===== src/rtl/uart_rx_ctrl.sv =====
// UART receive sequencer: start-bit qualification, mid-bit sampling from a
// 16x tick, optional parity, stop check, and a small first-word fall-through FIFO.
module uart_rx_ctrl #(
   parameter int DATA_BITS  = 8,
   parameter int OVERSAMPLE = 16,
   parameter int FIFO_DEPTH = 4
) (
   input  logic                 clk,
   input  logic                 rst_n,
   input  logic                 baud_tick,
   input  logic                 rx,
   input  logic                 rx_enable,
   input  logic                 parity_en,
   input  logic                 parity_odd,
   input  logic                 rd_en,
   input  logic                 err_clr,
   output logic [DATA_BITS-1:0] rd_data,
   output logic                 rx_valid,
   output logic                 fifo_full,
   output logic                 busy,
   output logic                 frame_err,
   output logic                 parity_err,
   output logic                 overrun_err
);

   localparam int CW = $clog2(OVERSAMPLE);
   localparam int BW = $clog2(DATA_BITS + 1);
   localparam int PW = $clog2(FIFO_DEPTH);
   localparam logic [CW-1:0] CNT_HALF = CW'(OVERSAMPLE / 2 - 1);
   localparam logic [CW-1:0] CNT_FULL = CW'(OVERSAMPLE - 1);
   localparam logic [BW-1:0] LAST_BIT = BW'(DATA_BITS - 1);
   localparam logic [PW:0]   DEPTH_C  = (PW + 1)'(FIFO_DEPTH);

   typedef enum logic [2:0] {S_IDLE, S_START, S_DATA, S_PARITY, S_STOP} state_t;

   state_t               state_q, state_d;
   logic [CW-1:0]        cnt_q;
   logic [BW-1:0]        bit_idx_q;
   logic [DATA_BITS-1:0] shift_q;
   logic                 perr_q, par_en_q, par_odd_q;
   logic                 mid_start, mid_bit, stop_sample, good_stop, bad_stop;

   logic [DATA_BITS-1:0] mem [FIFO_DEPTH];
   logic [PW-1:0]        wr_ptr_q, rd_ptr_q;
   logic [PW:0]          count_q;
   logic                 push, pop, overrun_set;

   assign mid_start = baud_tick && (cnt_q == CNT_HALF);
   assign mid_bit   = baud_tick && (cnt_q == CNT_FULL);

   always_ff @(posedge clk or negedge rst_n) begin
      if (!rst_n) state_q <= S_IDLE;
      else        state_q <= state_d;
   end

   // Dropping rx_enable aborts any frame regardless of tick timing.
   always_comb begin
      state_d = state_q;
      if (!rx_enable) begin
         state_d = S_IDLE;
      end else begin
         case (state_q)
            S_IDLE:   if (baud_tick && !rx) state_d = S_START;
            S_START:  if (mid_start) state_d = rx ? S_IDLE : S_DATA;
            S_DATA:   if (mid_bit && bit_idx_q == LAST_BIT) state_d = par_en_q ? S_PARITY : S_STOP;
            S_PARITY: if (mid_bit) state_d = S_STOP;
            S_STOP:   if (mid_bit) state_d = S_IDLE;
            default:  state_d = S_IDLE;
         endcase
      end
   end

   always_comb begin
      busy        = (state_q != S_IDLE);
      stop_sample = (state_q == S_STOP) && mid_bit && rx_enable;
      good_stop   = stop_sample && rx;
      bad_stop    = stop_sample && !rx;
   end

   always_ff @(posedge clk or negedge rst_n) begin
      if (!rst_n) begin
         cnt_q     <= '0;
         bit_idx_q <= '0;
         shift_q   <= '0;
         perr_q    <= 1'b0;
         par_en_q  <= 1'b0;
         par_odd_q <= 1'b0;
      end else if (!rx_enable) begin
         cnt_q     <= '0;
         bit_idx_q <= '0;
      end else if (baud_tick) begin
         case (state_q)
            S_IDLE: begin
               if (!rx) begin
                  cnt_q     <= '0;
                  par_en_q  <= parity_en;
                  par_odd_q <= parity_odd;
                  perr_q    <= 1'b0;
               end
            end
            S_START: begin
               if (cnt_q == CNT_HALF) begin
                  cnt_q     <= '0;
                  bit_idx_q <= '0;
               end else begin
                  cnt_q <= cnt_q + 1'b1;
               end
            end
            S_DATA: begin
               if (cnt_q == CNT_FULL) begin
                  cnt_q     <= '0;
                  shift_q   <= {rx, shift_q[DATA_BITS-1:1]};
                  bit_idx_q <= bit_idx_q + 1'b1;
               end else begin
                  cnt_q <= cnt_q + 1'b1;
               end
            end
            S_PARITY: begin
               if (cnt_q == CNT_FULL) begin
                  cnt_q  <= '0;
                  perr_q <= rx ^ (^shift_q) ^ par_odd_q;
               end else begin
                  cnt_q <= cnt_q + 1'b1;
               end
            end
            S_STOP: begin
               if (cnt_q == CNT_FULL) cnt_q <= '0;
               else                   cnt_q <= cnt_q + 1'b1;
            end
            default: cnt_q <= '0;
         endcase
      end
   end

   // A pop in the stop-sample cycle frees the slot the new byte lands in.
   assign pop         = rd_en && (count_q != '0);
   assign push        = good_stop && ((count_q != DEPTH_C) || pop);
   assign overrun_set = good_stop && (count_q == DEPTH_C) && !pop;

   always_ff @(posedge clk) begin
      if (push) mem[wr_ptr_q] <= shift_q;
   end

   always_ff @(posedge clk or negedge rst_n) begin
      if (!rst_n) begin
         wr_ptr_q <= '0;
         rd_ptr_q <= '0;
         count_q  <= '0;
      end else begin
         if (push) wr_ptr_q <= wr_ptr_q + 1'b1;
         if (pop)  rd_ptr_q <= rd_ptr_q + 1'b1;
         if (push && !pop)      count_q <= count_q + 1'b1;
         else if (pop && !push) count_q <= count_q - 1'b1;
      end
   end

   always_ff @(posedge clk or negedge rst_n) begin
      if (!rst_n) begin
         frame_err   <= 1'b0;
         parity_err  <= 1'b0;
         overrun_err <= 1'b0;
      end else begin
         frame_err   <= bad_stop            | (frame_err   & ~err_clr);
         parity_err  <= (push && perr_q)    | (parity_err  & ~err_clr);
         overrun_err <= overrun_set         | (overrun_err & ~err_clr);
      end
   end

   assign rx_valid  = (count_q != '0);
   assign fifo_full = (count_q == DEPTH_C);
   assign rd_data   = rx_valid ? mem[rd_ptr_q] : '0;

endmodule


===== config.mk =====
export PLATFORM = sky130hd
export DESIGN_NAME = uart_rx_ctrl
export DESIGN_NICKNAME = d
export VERILOG_FILES = /design/src/rtl/uart_rx_ctrl.sv
export SDC_FILE = /design/constraint.sdc
export NUM_CORES = 1
export LEC_CHECK = 0
export ABC_AREA = 1
export BUFFER_PORTS_ARGS = -buffer_cell sky130_fd_sc_hd__buf_2
export CAP_MARGIN = 10
export CORE_ASPECT_RATIO = 0.6
export CORE_MARGIN = 1
export CORE_UTILIZATION = 48
export CTS_CLUSTER_SIZE = 8
export DETAILED_ROUTE_END_ITERATION = 6
export PLACE_DENSITY = 0.63
export SLEW_MARGIN = 20
export SYNTH_ARGS = -nofsm -noshare
export SYNTH_HDL_FRONTEND = slang
export SYNTH_SLANG_ARGS = --single-unit

===== constraint.sdc =====
create_clock -name clk -period 2.5 [get_ports clk]
set_input_delay 0.5 -clock clk [delete_from_list [all_inputs] [get_ports clk]]
set_output_delay 0.5 -clock clk [all_outputs]
set_load 0.01 [all_outputs]

==> flow_summary.json, run 1 <==
{
  "status": "complete, no violations",
  "vias": 2296,
  "num_rows": 22,
  "track_usage": 0.202,
  "finalNetCount": 389,
  "hpwlAfterDp_mm": 4.48,
  "cp.required_ns": 2.71,
  "syn-num-nets": 354,
  "fp.coreArea_um2": 6190,
  "endpoint_kind": "flip-flop",
  "slew_headroom": 0.527,
  "cts_hold_buf": 0,
  "r2r_slack_ns": 0.19,
  "yosysSeqAreaShare": 0.564,
  "grt_antenna_before_repair": 0,
  "start_util": 0.504,
  "rsz0062_at_grt": "no",
  "clock-sinks": 64,
  "slew_violations": 0,
  "ys_seq_elements": 64,
  "die-area_um2": 6840,
  "cts_tree": "built",
  "area_growth_pct": 14.7,
  "io_buffer_count": 22,
  "critical-path-top-delay-family": "adder cells",
  "antennaDiodeCount": 0,
  "final_cell_mix": "66 x nand2_1, 47 x nor2_1, 41 x inv_1",
  "critical_path.slowest_cell": "dfrtp_1",
  "ir_drop_mv": 0.416,
  "grt_pass1_vias": 2030,
  "setup-violations-final": 0,
  "drt-total-wl_mm": 6.14,
  "numCtsBuffers": 9,
  "syn_area_um2": 3120,
  "hold_viol": 0,
  "netlist_instances": 337,
  "clkLatencyLatePin_ns": 0.33,
  "path_clk_slew_ns": 0.07,
  "place.gp.congestion": 0.943,
  "drive_above_1_share": 0.162,
  "drt_iter0_drc": 183,
  "ant_nets": 0,
  "worstSetupPathType": "flip-flop to flip-flop",
  "drt-pass1-iter-count": 4,
  "setup_tns_ns": 0,
  "worst_pin_slew_ns": 0.710,
  "period_needed_ns": 2.31,
  "grt_overflow_total": 0,
  "die_y_um": 64.5,
  "hp-class": "input port to asynchronous set/reset pin",
  "num-fill-cells": 548,
  "path_cells": "ha_1 > nand2_1 > nor2_4 > nand4_2 > nor2_4 > ha_1 > inv_1 > fa_1 > a21oi_1 > o21ai_0 > xor2_1",
  "skew_ns": 0.00583,
  "htree_num_levels": 3,
  "p_leak_nw": 1.62,
  "p_per_area_nw_per_um2": 884,
  "drc": 0,
  "postCtsSetupBuffers": 0,
  "wire_per_inst_um": 13.3,
  "fin_ws_ns": 0.187,
  "crit_fanout": 7,
  "dp_slack_ns": 0.211,
  "root_buffer": "clkbuf_8",
  "io_pins": 23,
  "maxCapViolations": 0,
  "yosysWarnings": 0,
  "cts.path.max_buffers": 2,
  "cp.arrival_ns": 2.52,
  "chipWidth_um": 106,
  "vias_per_cell": 4.98,
  "grt_max_degree": 33,
  "final_common_cell": "nand2_1",
  "cp_num_buf_inv": 1,
  "slowest_delay_ns": 0.38,
  "yosys.cell_types.count": 32,
  "fmax_ghz": 0.432,
  "hold_ws_ns": 0.219,
  "p_total_mw": 3.17,
  "syn_area_per_cell_um2": 9.26,
  "grt_pass1_wl_mm": 10.2,
  "post-route-period-util": 0.925,
  "start_kind": "flip-flop"
}
[path summary, 6_finish.rpt]
path	cells after the start	endpoint	start
setup reg to reg	11	count_q[2]	cnt_q[0]
hold / removal	1	bit_idx_q[1]	rst_n
min in group clk	2	overrun_err	err_clr
max in group asynchronous	1	parity_err	rst_n
hold reg to reg	1	bit_idx_q[0]	bit_idx_q[0]
setup / recovery	11	count_q[2]	cnt_q[0]
[cell type report]
| type | count | area, µm² | share of cell area |
|---|---|---|---|
| multi-input combinational | 221 | 1150 | 0.322 |
| clock buffer | 11 | 131 | 0.0367 |
| tap | 84 | 105 | 0.0293 |
| inverter | 45 | 173 | 0.0482 |
| sequential | 64 | 1760 | 0.492 |
| timing repair buffer | 31 | 178 | 0.0496 |
| clock inverter | 5 | 81.3 | 0.0227 |
[registers in the layout, summed over array words and instances (netlist names)]
signal	cells
mem	32
shift_q	8
bit_idx_q	4
cnt_q	4
count_q	3
state_q	3
rd_ptr_q	2
wr_ptr_q	2
frame_err	1
overrun_err	1
par_en_q	1
par_odd_q	1
parity_err	1
perr_q	1
[cell families (layout without fill, tap and decap cells)]
kind of cell	Yosys count	in the layout	share of synthesized area
AO/OA/AOI/OAI	53	53	0.0882
buffers and inverters	52	92	0.0665
flip-flops	64	64	0.564
multiplexers	3	3	0.0108
XOR/XNOR	12	12	0.0337
AND/OR/NAND/NOR	145	145	0.202
adder cells (fa/ha/maj)	8	8	0.0345
[power breakdown]
part / switching, mW / internal [mW]
logic: 0.553 / 0.358
registers: 0.136 / 1.18
clock network: 0.382 / 0.562
[per-stage QoR]
stage	instance area [µm²]	util	cells
final	3580	0.578	461
after global routing	3580	0.578	461
after CTS	3580	0.578	461
after detailed placement	3370	0.543	445
after global placement	3370	0.543	445
after floorplan	3120	-	337
[Yosys cell counts]
cell / count / area share
nor3_2: 2 / 0.0064
o21ai_1: 7 / 0.011
nand3_2: 2 / 0.0064
buf_2: 4 / 0.0064
nand2_2: 1 / 0.0020
xnor2_1: 3 / 0.0084
o211ai_1: 1 / 0.0024
inv_2: 2 / 0.0024
a21oi_1: 17 / 0.027
and3_1: 1 / 0.0020
inv_1: 41 / 0.049
xor2_1: 9 / 0.025
nor2_4: 2 / 0.0072
nor3_1: 2 / 0.0032
o21ai_0: 24 / 0.038
a211oi_1: 1 / 0.0024
ha_1: 7 / 0.028
edfxtp_1: 32 / 0.31
fa_1: 1 / 0.0064
nand4_2: 1 / 0.0040
o21a_1: 1 / 0.0024
nand2_1: 66 / 0.079
o22ai_1: 2 / 0.0040
nand4_1: 1 / 0.0020
nand3_1: 18 / 0.029
dfrtp_1: 32 / 0.26
nor2_1: 47 / 0.057
clkbuf_1: 2 / 0.0024
mux2_2: 3 / 0.011
buf_6: 1 / 0.0036
clkinv_1: 2 / 0.0024
nor2_2: 2 / 0.0040
[timing repair]
item	in CTS	in global routing
hold endpoints to repair	0	0
gates resized for setup	0	1
endpoints found under the setup margin	0	3
[routing by layer]
layer	track usage	share of wire	routed length, µm	vias up
met5	0	0	0	-
met3	0.0714	0.062	383	5
met2	0.278	0.41	2540	49
met4	0.0469	0.0037	23	0
met1	0.301	0.52	3190	1076
li1	-	-	-	1166
(Power assumes the default switching activity.)
==> run 2, diff against run 1 <==
CELL_PAD_IN_SITES_DETAIL_PLACEMENT = 2   (was not set)
CELL_PAD_IN_SITES_GLOBAL_PLACEMENT = 2   (was not set)
CORE_UTILIZATION = 38   (was 48)
PLACE_DENSITY = 0.76   (was 0.63)
==> run 2 against run 1 <==
Compared with the run above:
- the flow now finishes with violations (design-rule violations)
- first-iteration DRC count shrank 25%
- core utilization shrank 11 points
- fmax grew 1.6%
- sequential share of layout area shrank 1.3 points
- clock-buffer cell count grew 4
- flip-flop and latch count is the same
- cell count grew 5.9%
- critical path depth is the same
- hold slack gained 0.021 ns
- die area grew 26%
==> flow_summary.json, run 2 (synthesis gave the netlist of run 1 again) <==
{
  "vias": 2445,
  "area_growth_pct": 17.9,
  "slew_violations": 0,
  "drt-pass1-iter-count": 6,
  "cts.path.max_buffers": 2,
  "violations": "design-rule violations",
  "vias_per_cell": 5.01,
  "cts_resized": 0,
  "finalNetCount": 392,
  "cp_num_buf_inv": 1,
  "switching_power_mw": 1.20,
  "period_needed_ns": 2.28,
  "endpoint_kind": "flip-flop",
  "start_util": 0.394,
  "skew_ns": 0.00657,
  "hold_viol": 0,
  "status": "finished, violations left",
  "worstSetupPathType": "flip-flop to flip-flop",
  "grt_overflow_total": 0,
  "clkLatencyLatePin_ns": 0.33,
  "post-route-period-util": 0.910,
  "p_leak_nw": 1.67,
  "drive_above_1_share": 0.158,
  "numCtsBuffers": 9,
  "clock_power_share": 0.325,
  "htree_num_levels": 3,
  "largest_reg_flops": 32,
  "grt_pass1_wl_mm": 14.7,
  "critical-path-top-delay-family": "adder cells",
  "fmax_ghz": 0.439,
  "antennaDiodeCount": 0,
  "grt_antenna_before_repair": 0,
  "p_total_mw": 3.46,
  "grt_pass1_vias": 2735,
  "drt-total-wl_mm": 8.90,
  "share_comb_of_total_power": 0.303,
  "ant_nets": 0,
  "clock-sinks": 64,
  "track_usage": 0.234,
  "num_rows": 25,
  "dp.cells": 472,
  "rsz0062_at_grt": "no",
  "dp_slack_ns": 0.195,
  "sw_frac_of_total": 0.347,
  "ir_drop_mv": 0.515,
  "drt_iter0_drc": 137,
  "fin_ws_ns": 0.224,
  "critical_path.slowest_cell": "dfrtp_1",
  "slowest_delay_ns": 0.39,
  "io_buffer_count": 22,
  "instances_no_fill": 488,
  "cts_tree": "built",
  "path_clk_slew_ns": 0.05,
  "crit_fanout": 4,
  "maxCapViolations": 0,
  "io_pins": 23,
  "chipWidth_um": 119,
  "final_common_cell": "nand2_1",
  "worst_pin_slew_ns": 0.787,
  "reg_top3": "mem x32, shift_q x8",
  "postCtsSetupBuffers": 0,
  "hp-class": "input port to asynchronous set/reset pin",
  "p_seq_frac": 0.372,
  "internal-power_mw": 2.26,
  "place.gp.congestion": 0.784,
  "die_y_um": 72.2,
  "setup-violations-final": 0,
  "start_kind": "flip-flop",
  "cts_hold_buf": 0,
  "final_cell_mix": "66 x nand2_1, 47 x nor2_1, 41 x inv_1",
  "die-area_um2": 8590,
  "cp.arrival_ns": 2.48,
  "path_cells": "ha_1 > nand2_1 > nor2_4 > nand4_2 > nor2_4 > ha_1 > inv_1 > fa_1 > a21oi_1 > o21ai_0 > xor2_1",
  "root_buffer": "clkbuf_16",
  "drc": 2,
  "fp.coreArea_um2": 7910,
  "grt_max_degree": 33,
  "setup_tns_ns": 0,
  "largest_register": "mem",
  "hpwlAfterDp_mm": 6.36,
  "cp.required_ns": 2.70,
  "slew_headroom": 0.475,
  "p_per_area_nw_per_um2": 941,
  "wire_per_inst_um": 18.2
}
==> run 2: path summary, 6_finish.rpt <==
check / slack, ns / depth (start not counted) / startpoint / end
max: 0.22 / 11 / cnt_q[0] / count_q[2]
max in group asynchronous: 1.74 / 1 / rst_n / wr_ptr_q[0]
min reg2reg: 0.52 / 2 / cnt_q[1] / cnt_q[1]
min: 0.24 / 1 / rst_n / bit_idx_q[2]
max reg2reg: 0.22 / 11 / cnt_q[0] / count_q[2]
min in group clk: 0.39 / 2 / err_clr / overrun_err
==> run 2: per-layer routing <==
layer / vias to the layer above / routed length (µm) / GRT usage
li1: 1173 / - / -
met1: 1226 / 4350 / 0.316
met2: 36 / 4140 / 0.370
met3: 10 / 300 / 0.0535
met4: 0 / 103 / 0.0928
met5: - / 0 / 0
==> run 2: through the flow <==
| stage | hold slack, ns | utilization | cell area (µm²) |
|---|---|---|---|
| after floorplan | 0.204 | - | 3120 |
| after global placement | 0.489 | 0.432 | 3420 |
| after detailed placement | 0.502 | 0.432 | 3420 |
| after global routing | 0.293 | 0.465 | 3680 |
| after CTS | 0.269 | 0.465 | 3680 |
| final | 0.240 | 0.465 | 3680 |
==> run 2: power groups by stage <==
| stage | combinational (mW) | sequential [mW] | clock [mW] |
|---|---|---|---|
| 2_1_floorplan | 0.684 | 1.25 | 0 |
| 3_3_place_gp | 1.00 | 1.29 | 0 |
| 3_5_place_dp | 1.05 | 1.31 | 0 |
| 4_1_cts | 1.07 | 1.29 | 1.16 |
| 5_1_grt | 1.17 | 1.30 | 1.20 |
| 6_report | 1.05 | 1.29 | 1.13 |
==> run 2: final cells by class <==
type                    instances  area, µm²
clock buffers                  15        258
clock inverters                 1       5.00
fillers                       859       4230
inverters                      45        169
multi-input cells             221       1150
flip-flops and latches         64       1760
well taps                     108        135
repair buffers                 34        200
